File: src/rtl/ldtu_bsl_estimator.sv
// Baseline estimator: averages 2^LOG2_NS raw samples of one gain channel into an 8-bit baseline.
// Optional build macro LDTU_BSL_MARGIN_EN subtracts MARGIN counts from the mean before saturation.
module ldtu_bsl_estimator #(
  parameter int unsigned Nbits_12 = 12,
  parameter int unsigned Nbits_8  = 8,
  parameter int unsigned LOG2_NS  = 4,
  parameter int unsigned MARGIN   = 3
) (
  input  logic                CLK,
  input  logic                rst,
  input  logic                START,
  input  logic                DATA_VALID,
  input  logic [Nbits_12-1:0] DATA12,
  output logic [Nbits_8-1:0]  BSL_VAL,
  output logic                BSL_VALID,
  output logic                BUSY,
  output logic                DONE,
  output logic                BSL_SAT
);

  localparam int unsigned AccW = Nbits_12 + LOG2_NS;

  if (LOG2_NS < 1 || LOG2_NS > 8 || MARGIN > 255) begin : g_param_check
    $error("ldtu_bsl_estimator: LOG2_NS must be 1..8 and MARGIN 0..255");
  end

  typedef enum logic [1:0] {StIdle, StAcc, StCalc, StDone} state_e;

  state_e              state_q, state_d;
  logic [AccW-1:0]     acc_q, acc_d;
  logic [LOG2_NS-1:0]  cnt_q, cnt_d;
  logic [Nbits_12-1:0] mean_q, mean_d;
  logic                busy_q, busy_d;
  logic                done_q, done_d;
  logic [Nbits_8-1:0]  val_q, val_d;
  logic                valid_q, valid_d;
  logic                sat_q, sat_d;

  logic [Nbits_12-1:0] mean_adj;
  logic                mean_sat;

`ifdef LDTU_BSL_MARGIN_EN
  localparam logic [Nbits_12-1:0] MarginW = Nbits_12'(MARGIN);
  assign mean_adj = (mean_q >= MarginW) ? (mean_q - MarginW) : '0;
`else
  assign mean_adj = mean_q;
`endif

  assign mean_sat = |mean_adj[Nbits_12-1:Nbits_8];

  always_comb begin
    state_d = state_q;
    acc_d   = acc_q;
    cnt_d   = cnt_q;
    mean_d  = mean_q;
    busy_d  = busy_q;
    done_d  = 1'b0;
    val_d   = val_q;
    valid_d = valid_q;
    sat_d   = sat_q;
    unique case (state_q)
      StIdle: begin
        // A START coinciding with the DONE pulse is dropped, not queued.
        if (START && !done_q) begin
          state_d = StAcc;
          acc_d   = '0;
          cnt_d   = '0;
          busy_d  = 1'b1;
        end
      end
      StAcc: begin
        if (DATA_VALID) begin
          acc_d = acc_q + AccW'(DATA12);
          cnt_d = cnt_q + LOG2_NS'(1);
          if (cnt_q == {LOG2_NS{1'b1}}) begin
            state_d = StCalc;
          end
        end
      end
      StCalc: begin
        mean_d  = Nbits_12'(acc_q >> LOG2_NS);
        // BUSY covers START plus the accumulate/divide window only.
        busy_d  = 1'b0;
        state_d = StDone;
      end
      StDone: begin
        val_d   = mean_sat ? {Nbits_8{1'b1}} : mean_adj[Nbits_8-1:0];
        sat_d   = mean_sat;
        valid_d = 1'b1;
        done_d  = 1'b1;
        state_d = StIdle;
      end
      default: state_d = StIdle;
    endcase
  end

  always_ff @(posedge CLK or posedge rst) begin
    if (rst) begin
      state_q <= StIdle;
      acc_q   <= '0;
      cnt_q   <= '0;
      mean_q  <= '0;
      busy_q  <= 1'b0;
      done_q  <= 1'b0;
      val_q   <= '0;
      valid_q <= 1'b0;
      sat_q   <= 1'b0;
    end else begin
      state_q <= state_d;
      acc_q   <= acc_d;
      cnt_q   <= cnt_d;
      mean_q  <= mean_d;
      busy_q  <= busy_d;
      done_q  <= done_d;
      val_q   <= val_d;
      valid_q <= valid_d;
      sat_q   <= sat_d;
    end
  end

  assign BSL_VAL   = val_q;
  assign BSL_VALID = valid_q;
  assign BUSY      = busy_q;
  assign DONE      = done_q;
  assign BSL_SAT   = sat_q;

endmodule

File: config.mk
export PLATFORM = sky130hd
export DESIGN_NAME = ldtu_bsl_estimator
export DESIGN_NICKNAME = d
export VERILOG_FILES = /design/src/rtl/ldtu_bsl_estimator.sv
export SDC_FILE = /design/constraint.sdc
export NUM_CORES = 1
export LEC_CHECK = 0
export CAP_MARGIN = 25
export CORE_ASPECT_RATIO = 2
export CORE_MARGIN = 2
export CORE_UTILIZATION = 53
export DETAILED_ROUTE_END_ITERATION = 6
export DONT_BUFFER_PORTS = 1
export GPL_TIMING_DRIVEN = 0
export PLACE_DENSITY = 0.68
export SLEW_MARGIN = 20
export SYNTH_ARGS = -nofsm -noshare
export SYNTH_HDL_FRONTEND = slang
export SYNTH_SLANG_ARGS = --single-unit
File: constraint.sdc
create_clock -name CLK -period 5.1 [get_ports CLK]
set_input_delay 0.765 -clock CLK [delete_from_list [all_inputs] [get_ports CLK]]
set_output_delay 0.765 -clock CLK [all_outputs]
set_load 0.01 [all_outputs]
==> impl_metrics.json, run 1 <==
{
  "status": "completed",
  "cp-start-kind": "primary input",
  "synthDominantAreaCellType": "dfrtp_1",
  "hold_viol": 0,
  "hpwlAfterDp_um": 3807,
  "min_path_type": "in -> async",
  "synth_seq_area_share": 0.4586,
  "data_arrival_time_at_the_worst_slack_endpoint_ps": 2600,
  "final_layout_size_suffix_gt1_frac": 0.1417,
  "gpl.final_weighted_congestion": 0.8031,
  "post-cts-setup-buffer-count": 0,
  "p_leak_nw": 1.283,
  "worst_slew_margin_rel": 0.5850,
  "period_minus_slack_ps": 2412,
  "worst_ir_drop_vdd_v": 0.0003102,
  "clkSlewWorstSetupHoldPaths_ps": 90,
  "layout_worst_path_cycle_share": 0.4730,
  "first_global_vias": 1812,
  "floorplan.die_area_mm2": 0.005336,
  "cts_root_buffer": "clkbuf_8",
  "critical_path_required_ps": 5290,
  "hold_buffer_count_at_cts": 0,
  "globalRouteOverflowTotal": 0,
  "final.setup.tns_ps": 0,
  "design.portCount": 28,
  "tritoncts.num_buffers": 5,
  "final_antenna_net_count": 0,
  "crit_type": "in -> reg",
  "vias_per_cell": 6.051,
  "syn-mean-instance-area_um2": 10.87,
  "slew_viol_final": 0,
  "grt_pass1_wl_um": 8245,
  "netlist_instances": 231,
  "drtIter0Drc": 27,
  "die_height_um": 101.3,
  "cts.htree.levels": 2,
  "holdWs_ps": 286.5,
  "synth_nets": 266,
  "detail_route.wirelength_um": 4907,
  "vias": 1785,
  "detailedRoute.firstPassIterationCount": 4,
  "yosys-top-cells-count": "dfrtp_1, nand2_1, o21ai_0",
  "synth_top_cells_by_area": "dfrtp_1, ha_1, mux2_2",
  "fin_worst_skew_ps": 9.529,
  "cts_num_sinks": 46,
  "die_x_um": 52.66,
  "tightestPinTransition_ps": 622.5,
  "synth_area_mm2": 0.002510,
  "rows": 35,
  "antenna_violations_before_repair": 0,
  "yosys_warnings": 0,
  "wl_per_cell_um": 16.63,
  "maximum_number_of_pins_on_one_net_before_global_route_repair": 34,
  "insertedDiodeCount": 0,
  "portBuffers": 0,
  "clk_path_buf_depth": 2,
  "clock_insertion_delay_worst_skew_ps": 310,
  "fillerInstances": 410,
  "gr-usage-all-layers": 0.2130,
  "synth-async-reset-ratio": 1.000,
  "multi_input_comb_area_mm2": 0.001297,
  "rsz0062_at_grt": "no",
  "synth.most_common_cell": "dfrtp_1",
  "worstPathMaxFanout": 3,
  "achievable-frequency_mhz": 414.5,
  "yosys_register_bits": 46,
  "synth_edf_count": 0,
  "ff_latch_area_mm2": 0.001151,
  "synth_top_area_share": 0.4586,
  "postSynth.topFlopCell": "dfrtp_1",
  "worstSetupEndpointType": "flop",
  "drcViolationCount": 0,
  "floorplan_core_area_mm2": 0.004598,
  "cellPowerDensity_mw_per_mm2": 543.7,
  "syn2layout_area_growth_pct": 8.026,
  "initial_core_utilization": 0.5459,
  "synthDistinctLibCells": 52,
  "clock_tree_from_tritoncts": "built",
  "design_power_mw": 1.474,
  "maxCapViolations": 0,
  "finish.net_count": 274,
  "setup_violations": 0,
  "post_cts_resized": 0
}
critical path, stage by stage:
cell and delay (ps):
ha_1 180, inv_1 70, fa_1 440, nor2b_4 150
o2111ai_2 140, a311oi_2 380, o2111ai_1 150, mux2_1 330
state kept, by name (all words and copies together) (netlist names):
name and flops:
cnt_q 4, BUSY 1, mean_adj 12, acc_q 16, BSL_VAL 8, BSL_VALID 1
DONE 1, BSL_SAT 1, state_q 2
logic make-up after synthesis:
| logic type | after synthesis | share of synthesized area |
|---|---|---|
| AO/OA/AOI/OAI | 67 | 0.1914 |
| AND/OR/NAND/NOR | 58 | 0.1216 |
| flip-flops | 46 | 0.4586 |
| adder cells (fa/ha/maj) | 19 | 0.09771 |
| multiplexers | 17 | 0.07478 |
| buffers and inverters | 15 | 0.02442 |
| XOR/XNOR | 9 | 0.03141 |
path summary, 6_finish.rpt:
path	startpoint	slack, ps	depth (start not counted)	endpoint
worst max-delay path	DATA12[0]	2690	8	acc_q[14]$_DFFE_PP0P_
worst min-delay path	rst	290	1	acc_q[4]$_DFFE_PP0P_
worst max register to register	acc_q[0]$_DFFE_PP0P_	2780	8	acc_q[14]$_DFFE_PP0P_
worst min register to register	mean_adj[2]$_DFFE_PP0P_	490	1	BSL_VAL[2]$_DFFE_PP0P_
max in group asynchronous	rst	4330	2	acc_q[15]$_DFFE_PP0P_
min in group CLK	mean_adj[2]$_DFFE_PP0P_	490	1	BSL_VAL[2]$_DFFE_PP0P_
metrics by stage:
| step | cell area [um^2] | setup WS, ps | util | std cells |
|---|---|---|---|---|
| CTS | 2711 | 2677 | 0.5897 | 295 |
| global route | 2711 | 2574 | 0.5897 | 295 |
| finish | 2711 | 2688 | 0.5897 | 295 |
| floorplan | 2510 | 2602 | - | 231 |
| global placement | 2579 | 2374 | 0.5608 | 286 |
| detailed placement | 2599 | 2354 | 0.5652 | 287 |
cell type report:
cell class,count,area share
Timing Repair Buffer,1,0.007383
Multi-Input combinational cell,170,0.4785
Inverter,9,0.01246
Clock buffer,5,0.02538
Buffer,6,0.01015
Clock inverter,3,0.01615
Sequential cell,46,0.4245
Tap cell,55,0.02538
power breakdown:
| group | internal [mW] | leakage, nW | switching [mW] | total (mW) |
|---|---|---|---|---|
| sequential | 0.489 | 0.592 | 0.106 | 0.595 |
| clock | 0.147 | 0.0585 | 0.127 | 0.274 |
| combinational | 0.267 | 0.632 | 0.338 | 0.604 |
| total | 0.903 | 1.28 | 0.571 | 1.47 |
cells in the final DEF, fill, tap and decap left out, types with 7 or more instances in the layout:
cell,count
a21o_1,7
a21oi_1,10
dfrtp_1,46
ha_1,18
inv_1,8
mux2_2,12
nand2_1,21
nor2_1,7
o21ai_0,19
o22a_1,8
layer usage:
layer	up-vias	global-route usage	routed length, um	part of all wire
met5	-	0	0	0
met4	0	0.1144	159	0.032
met3	11	0.03982	176	0.036
met2	33	0.3635	2630	0.54
met1	881	0.2434	1940	0.40
li1	860	-	-	-
Note: power is estimated with default switching activity, not from simulation.
==> run 2, diff against run 1 <==
==> constraint.sdc (replaced) <==
create_clock -name CLK -period 2.3 [get_ports CLK]
set_input_delay 0.345 -clock CLK [delete_from_list [all_inputs] [get_ports CLK]]
set_output_delay 0.345 -clock CLK [all_outputs]
set_load 0.01 [all_outputs]
==> impl_metrics.json, run 2 (synthesized netlist as in run 1, its figures left out) <==
{
  "status": "completed",
  "data_arrival_time_at_the_worst_slack_endpoint_ps": 2430,
  "worst_ir_drop_vdd_v": 0.0007010,
  "drtIter0Drc": 30,
  "cts_root_buffer": "clkbuf_8",
  "maxCapViolations": 0,
  "layout.cells.non_filler": 296,
  "crit_path_start": "acc_q[0]$_DFFE_PP0P_",
  "mostFrequentLayoutCell": "dfrtp_1",
  "clock_tree_from_tritoncts": "built",
  "tightestPinTransition_ps": 623.2,
  "hpwlAfterDp_um": 3807,
  "clkSlewWorstSetupHoldPaths_ps": 80,
  "setup_violations": 0,
  "layout.core_utilization": 0.6022,
  "maximum_number_of_pins_on_one_net_before_global_route_repair": 34,
  "portBuffers": 0,
  "largest_register": "acc_q",
  "final.setup.tns_ps": 0,
  "clk_path_buf_depth": 2,
  "vias": 1780,
  "layout_worst_path_cycle_share": 0.9730,
  "rsz0062_at_grt": "no",
  "cts_num_sinks": 46,
  "cts.htree.levels": 2,
  "fin_worst_skew_ps": 9.093,
  "detailedRoute.firstPassIterationCount": 4,
  "hold_path_startpoint": "START",
  "worst_slew_margin_rel": 0.5845,
  "clock_insertion_delay_worst_skew_ps": 310,
  "place_worst_setup_slack_ps": -29.56,
  "wl_per_cell_um": 17.05,
  "min_path_type": "in -> reg",
  "slew_viol_final": 0,
  "grt_pass1_wl_um": 8245,
  "tritoncts.num_buffers": 5,
  "design_power_mw": 3.304,
  "largest_reg_flops": 16,
  "design.portCount": 28,
  "worstPathMaxFanout": 3,
  "drcViolationCount": 0,
  "placed_area_mm2": 0.002599,
  "achievable-frequency_mhz": 446.9,
  "antenna_violations_before_repair": 0,
  "floorplan_core_area_mm2": 0.004598,
  "final_critical_path_setup_slack_ps": 62.19,
  "placed_cells": 287,
  "insertedDiodeCount": 0,
  "vias_per_cell": 6.014,
  "p_leak_nw": 1.299,
  "final_antenna_net_count": 0,
  "detail_route.wirelength_um": 5046,
  "first_global_vias": 1812,
  "gr-usage-all-layers": 0.2130,
  "rows": 35,
  "cp-start-kind": "flop",
  "globalRouteOverflowTotal": 0,
  "critical_path_required_ps": 2490,
  "cellPowerDensity_mw_per_mm2": 1193,
  "holdWs_ps": 275.9,
  "crit_type": "reg -> reg",
  "final_area_mm2": 0.002769,
  "final_layout_size_suffix_gt1_frac": 0.1618,
  "worstSetupEndpointType": "flop",
  "mostFrequentLayoutCells": "dfrtp_1, nand2_1, o21ai_0",
  "hold_viol": 0,
  "finish.net_count": 275,
  "floorplan.die_area_mm2": 0.005336,
  "critical_path.reg2reg.startpoint": "acc_q[0]$_DFFE_PP0P_",
  "die_height_um": 101.3,
  "initial_core_utilization": 0.5459,
  "period_minus_slack_ps": 2238,
  "die_x_um": 52.66,
  "syn2layout_area_growth_pct": 10.32,
  "gpl.final_weighted_congestion": 0.8031
}
## run 2: power breakdown
group / internal [mW] / switching (mW) / leakage [nW]
clock: 0.326 / 0.282 / 0.0585
combinational: 0.603 / 0.769 / 0.649
sequential: 1.09 / 0.239 / 0.592
total: 2.01 / 1.29 / 1.30
## run 2: final cells by class
class | count | area (um^2)
inverter | 9 | 33.78
clock buffer | 5 | 68.82
multi-input combinational | 170 | 1345
buffer | 6 | 27.53
sequential | 46 | 1151
timing repair buffer | 2 | 30.03
clock inverter | 3 | 43.79
fill | 401 | 1829
tap | 55 | 68.82
## run 2: what timing repair did
| action | 4_1_cts | 5_1_grt |
|---|---|---|
| endpoints found under the hold margin | 13 | 0 |
| gates resized for setup | 1 | 7 |
| hold buffers | 1 | 0 |
| setup endpoints to repair | 2 | 2 |
| pin swaps | 1 | 2 |
| setup buffers | 0 | 0 |
## run 2: per-layer routing
metal / up-vias / routed length, um / global-route usage
li1: 858 / - / -
met1: 884 / 2036 / 0.2434
met2: 29 / 2726 / 0.3635
met3: 9 / 166 / 0.03982
met4: 0 / 116 / 0.1144
met5: - / 0 / 0
## run 2: worst paths after layout
| path | to | slack (ps) | cells past startpoint |
|---|---|---|---|
| max in group asynchronous | acc_q[14]$_DFFE_PP0P_ | 1370 | 3 |
| min reg2reg | BSL_VAL[2]$_DFFE_PP0P_ | 490 | 1 |
| max | acc_q[14]$_DFFE_PP0P_ | 60 | 8 |
| max reg2reg | acc_q[14]$_DFFE_PP0P_ | 60 | 8 |
| min in group asynchronous | acc_q[4]$_DFFE_PP0P_ | 440 | 2 |
| min | BUSY$_DFFE_PP0P_ | 280 | 2 |
## run 2: worst max-delay path, cell delays in order (launching register included)
cell and delay, ps:
dfrtp_1 390, ha_4 160, inv_2 40, fa_2 370
nor2b_4 150, o2111ai_4 150, a311oi_4 370, o2111ai_2 180
mux2_4 320
==> run 3, diff against run 2 <==
--- a/config.mk
+++ b/config.mk
@@ -6,7 +6,7 @@
 export NUM_CORES = 1
 export LEC_CHECK = 0
 export CAP_MARGIN = 25
-export CORE_ASPECT_RATIO = 2
+export CORE_ASPECT_RATIO = 0.6
 export CORE_MARGIN = 2
 export CORE_UTILIZATION = 53
 export DETAILED_ROUTE_END_ITERATION = 6
==> impl_metrics.json, run 3 (synthesized netlist as in run 1, its figures left out) <==
{
  "status": "completed",
  "setup_violations": 0,
  "placed_cells": 295,
  "achievable-frequency_mhz": 470.0,
  "clk_path_buf_depth": 2,
  "antenna_violations_before_repair": 0,
  "worst_ir_drop_vdd_v": 0.0004935,
  "floorplan.die_area_mm2": 0.005320,
  "die_x_um": 92.84,
  "cts_root_buffer": "clkbuf_8",
  "hold_viol": 0,
  "worstSetupEndpointType": "flop",
  "design_power_mw": 3.311,
  "cp-start-kind": "flop",
  "layout.cells.non_filler": 304,
  "maximum_number_of_pins_on_one_net_before_global_route_repair": 25,
  "finish.net_count": 275,
  "place_worst_setup_slack_ps": 63.91,
  "clock_insertion_delay_worst_skew_ps": 310,
  "layout_worst_path_cycle_share": 0.9251,
  "final.setup.tns_ps": 0,
  "globalRouteOverflowTotal": 0,
  "drtIter0Drc": 62,
  "period_minus_slack_ps": 2128,
  "wl_per_cell_um": 16.57,
  "clock_tree_from_tritoncts": "built",
  "mostFrequentLayoutCell": "dfrtp_1",
  "cts.htree.levels": 2,
  "final_area_mm2": 0.002736,
  "portBuffers": 0,
  "worst_slew_margin_rel": 0.5514,
  "hpwlAfterDp_um": 3773,
  "detailedRoute.firstPassIterationCount": 4,
  "maxCapViolations": 0,
  "rows": 19,
  "insertedDiodeCount": 0,
  "detail_route.wirelength_um": 5038,
  "drcViolationCount": 0,
  "critical_path_required_ps": 2490,
  "design.portCount": 28,
  "data_arrival_time_at_the_worst_slack_endpoint_ps": 2320,
  "largest_reg_flops": 16,
  "cellPowerDensity_mw_per_mm2": 1210,
  "slew_viol_final": 0,
  "cts_num_sinks": 46,
  "fin_worst_skew_ps": 9.666,
  "floorplan_core_area_mm2": 0.004564,
  "p_leak_nw": 1.285,
  "die_height_um": 57.31,
  "vias": 1749,
  "layout.core_utilization": 0.5995,
  "tightestPinTransition_ps": 672.8,
  "mostFrequentLayoutCells": "dfrtp_1, nand2_1, o21ai_0",
  "final_layout_size_suffix_gt1_frac": 0.1494,
  "min_path_type": "in -> reg",
  "grt_pass1_wl_um": 8431,
  "worstPathMaxFanout": 3,
  "post-cts-setup-buffer-count": 0,
  "initial_core_utilization": 0.5499,
  "gr-usage-all-layers": 0.2091,
  "final_critical_path_setup_slack_ps": 172.3,
  "holdWs_ps": 298.6,
  "first_global_vias": 1672,
  "vias_per_cell": 5.753,
  "placed_area_mm2": 0.002609,
  "syn2layout_area_growth_pct": 9.023,
  "largest_register": "acc_q",
  "final_antenna_net_count": 0,
  "tritoncts.num_buffers": 5,
  "clkSlewWorstSetupHoldPaths_ps": 100,
  "crit_type": "reg -> reg",
  "gpl.final_weighted_congestion": 0.8646,
  "rsz0062_at_grt": "no"
}
==> run 3: repair_timing <==
item / in CTS / in global routing
gates resized for setup: 0 / 2
hold endpoints to repair: 22 / 0
setup endpoints to repair: 0 / 3
hold buffers: 1 / 0
==> run 3: worst max-delay path: stages (launching register included) <==
cell,delay (ps)
dfrtp_1,360
ha_2,190
inv_1,50
fa_2,370
nor2b_4,130
o2111ai_2,150
a311oi_2,280
o2111ai_1,150
mux2_1,320
==> run 3: path summary, 6_finish.rpt <==
kind                                         start  cells past startpoint                      to  slack [ps]
setup / recovery              acc_q[0]$_DFFE_PP0P_                      8   acc_q[14]$_DFFE_PP0P_         170
hold / removal                               START                      2        BUSY$_DFFE_PP0P_         300
setup reg to reg              acc_q[0]$_DFFE_PP0P_                      8   acc_q[14]$_DFFE_PP0P_         170
hold reg to reg            mean_adj[2]$_DFFE_PP0P_                      1  BSL_VAL[2]$_DFFE_PP0P_         490
max in group asynchronous                      rst                      3    cnt_q[1]$_DFFE_PP0P_        1280
min in group asynchronous                      rst                      2   BSL_VALID$_DFFE_PP0P_         510
==> run 3: area by class of cell <==
cell class	count	area [um^2]
clock buffer	5	68.82
clock inverter	3	43.79
timing repair buffer	2	30.03
inverter	9	33.78
multi-input combinational	170	1303
tap	63	78.83
buffer	6	27.53
fill	404	1828
sequential	46	1151
==> run 3: power breakdown <==
| group | internal (mW) | switching, mW | leakage [nW] | total [mW] |
|---|---|---|---|---|
| Combinational | 0.595 | 0.762 | 0.634 | 1.36 |
| Sequential | 1.09 | 0.246 | 0.592 | 1.33 |
| Clock | 0.326 | 0.296 | 0.0585 | 0.622 |
| Total | 2.01 | 1.30 | 1.28 | 3.31 |
==> run 3: layer usage <==
metal / up-vias / wire, um / global-route usage
met5: - / 0 / 0
met4: 0 / 56 / 0.05672
met3: 7 / 278 / 0.04756
met2: 41 / 1905 / 0.2692
met1: 835 / 2797 / 0.3466
li1: 866 / - / -
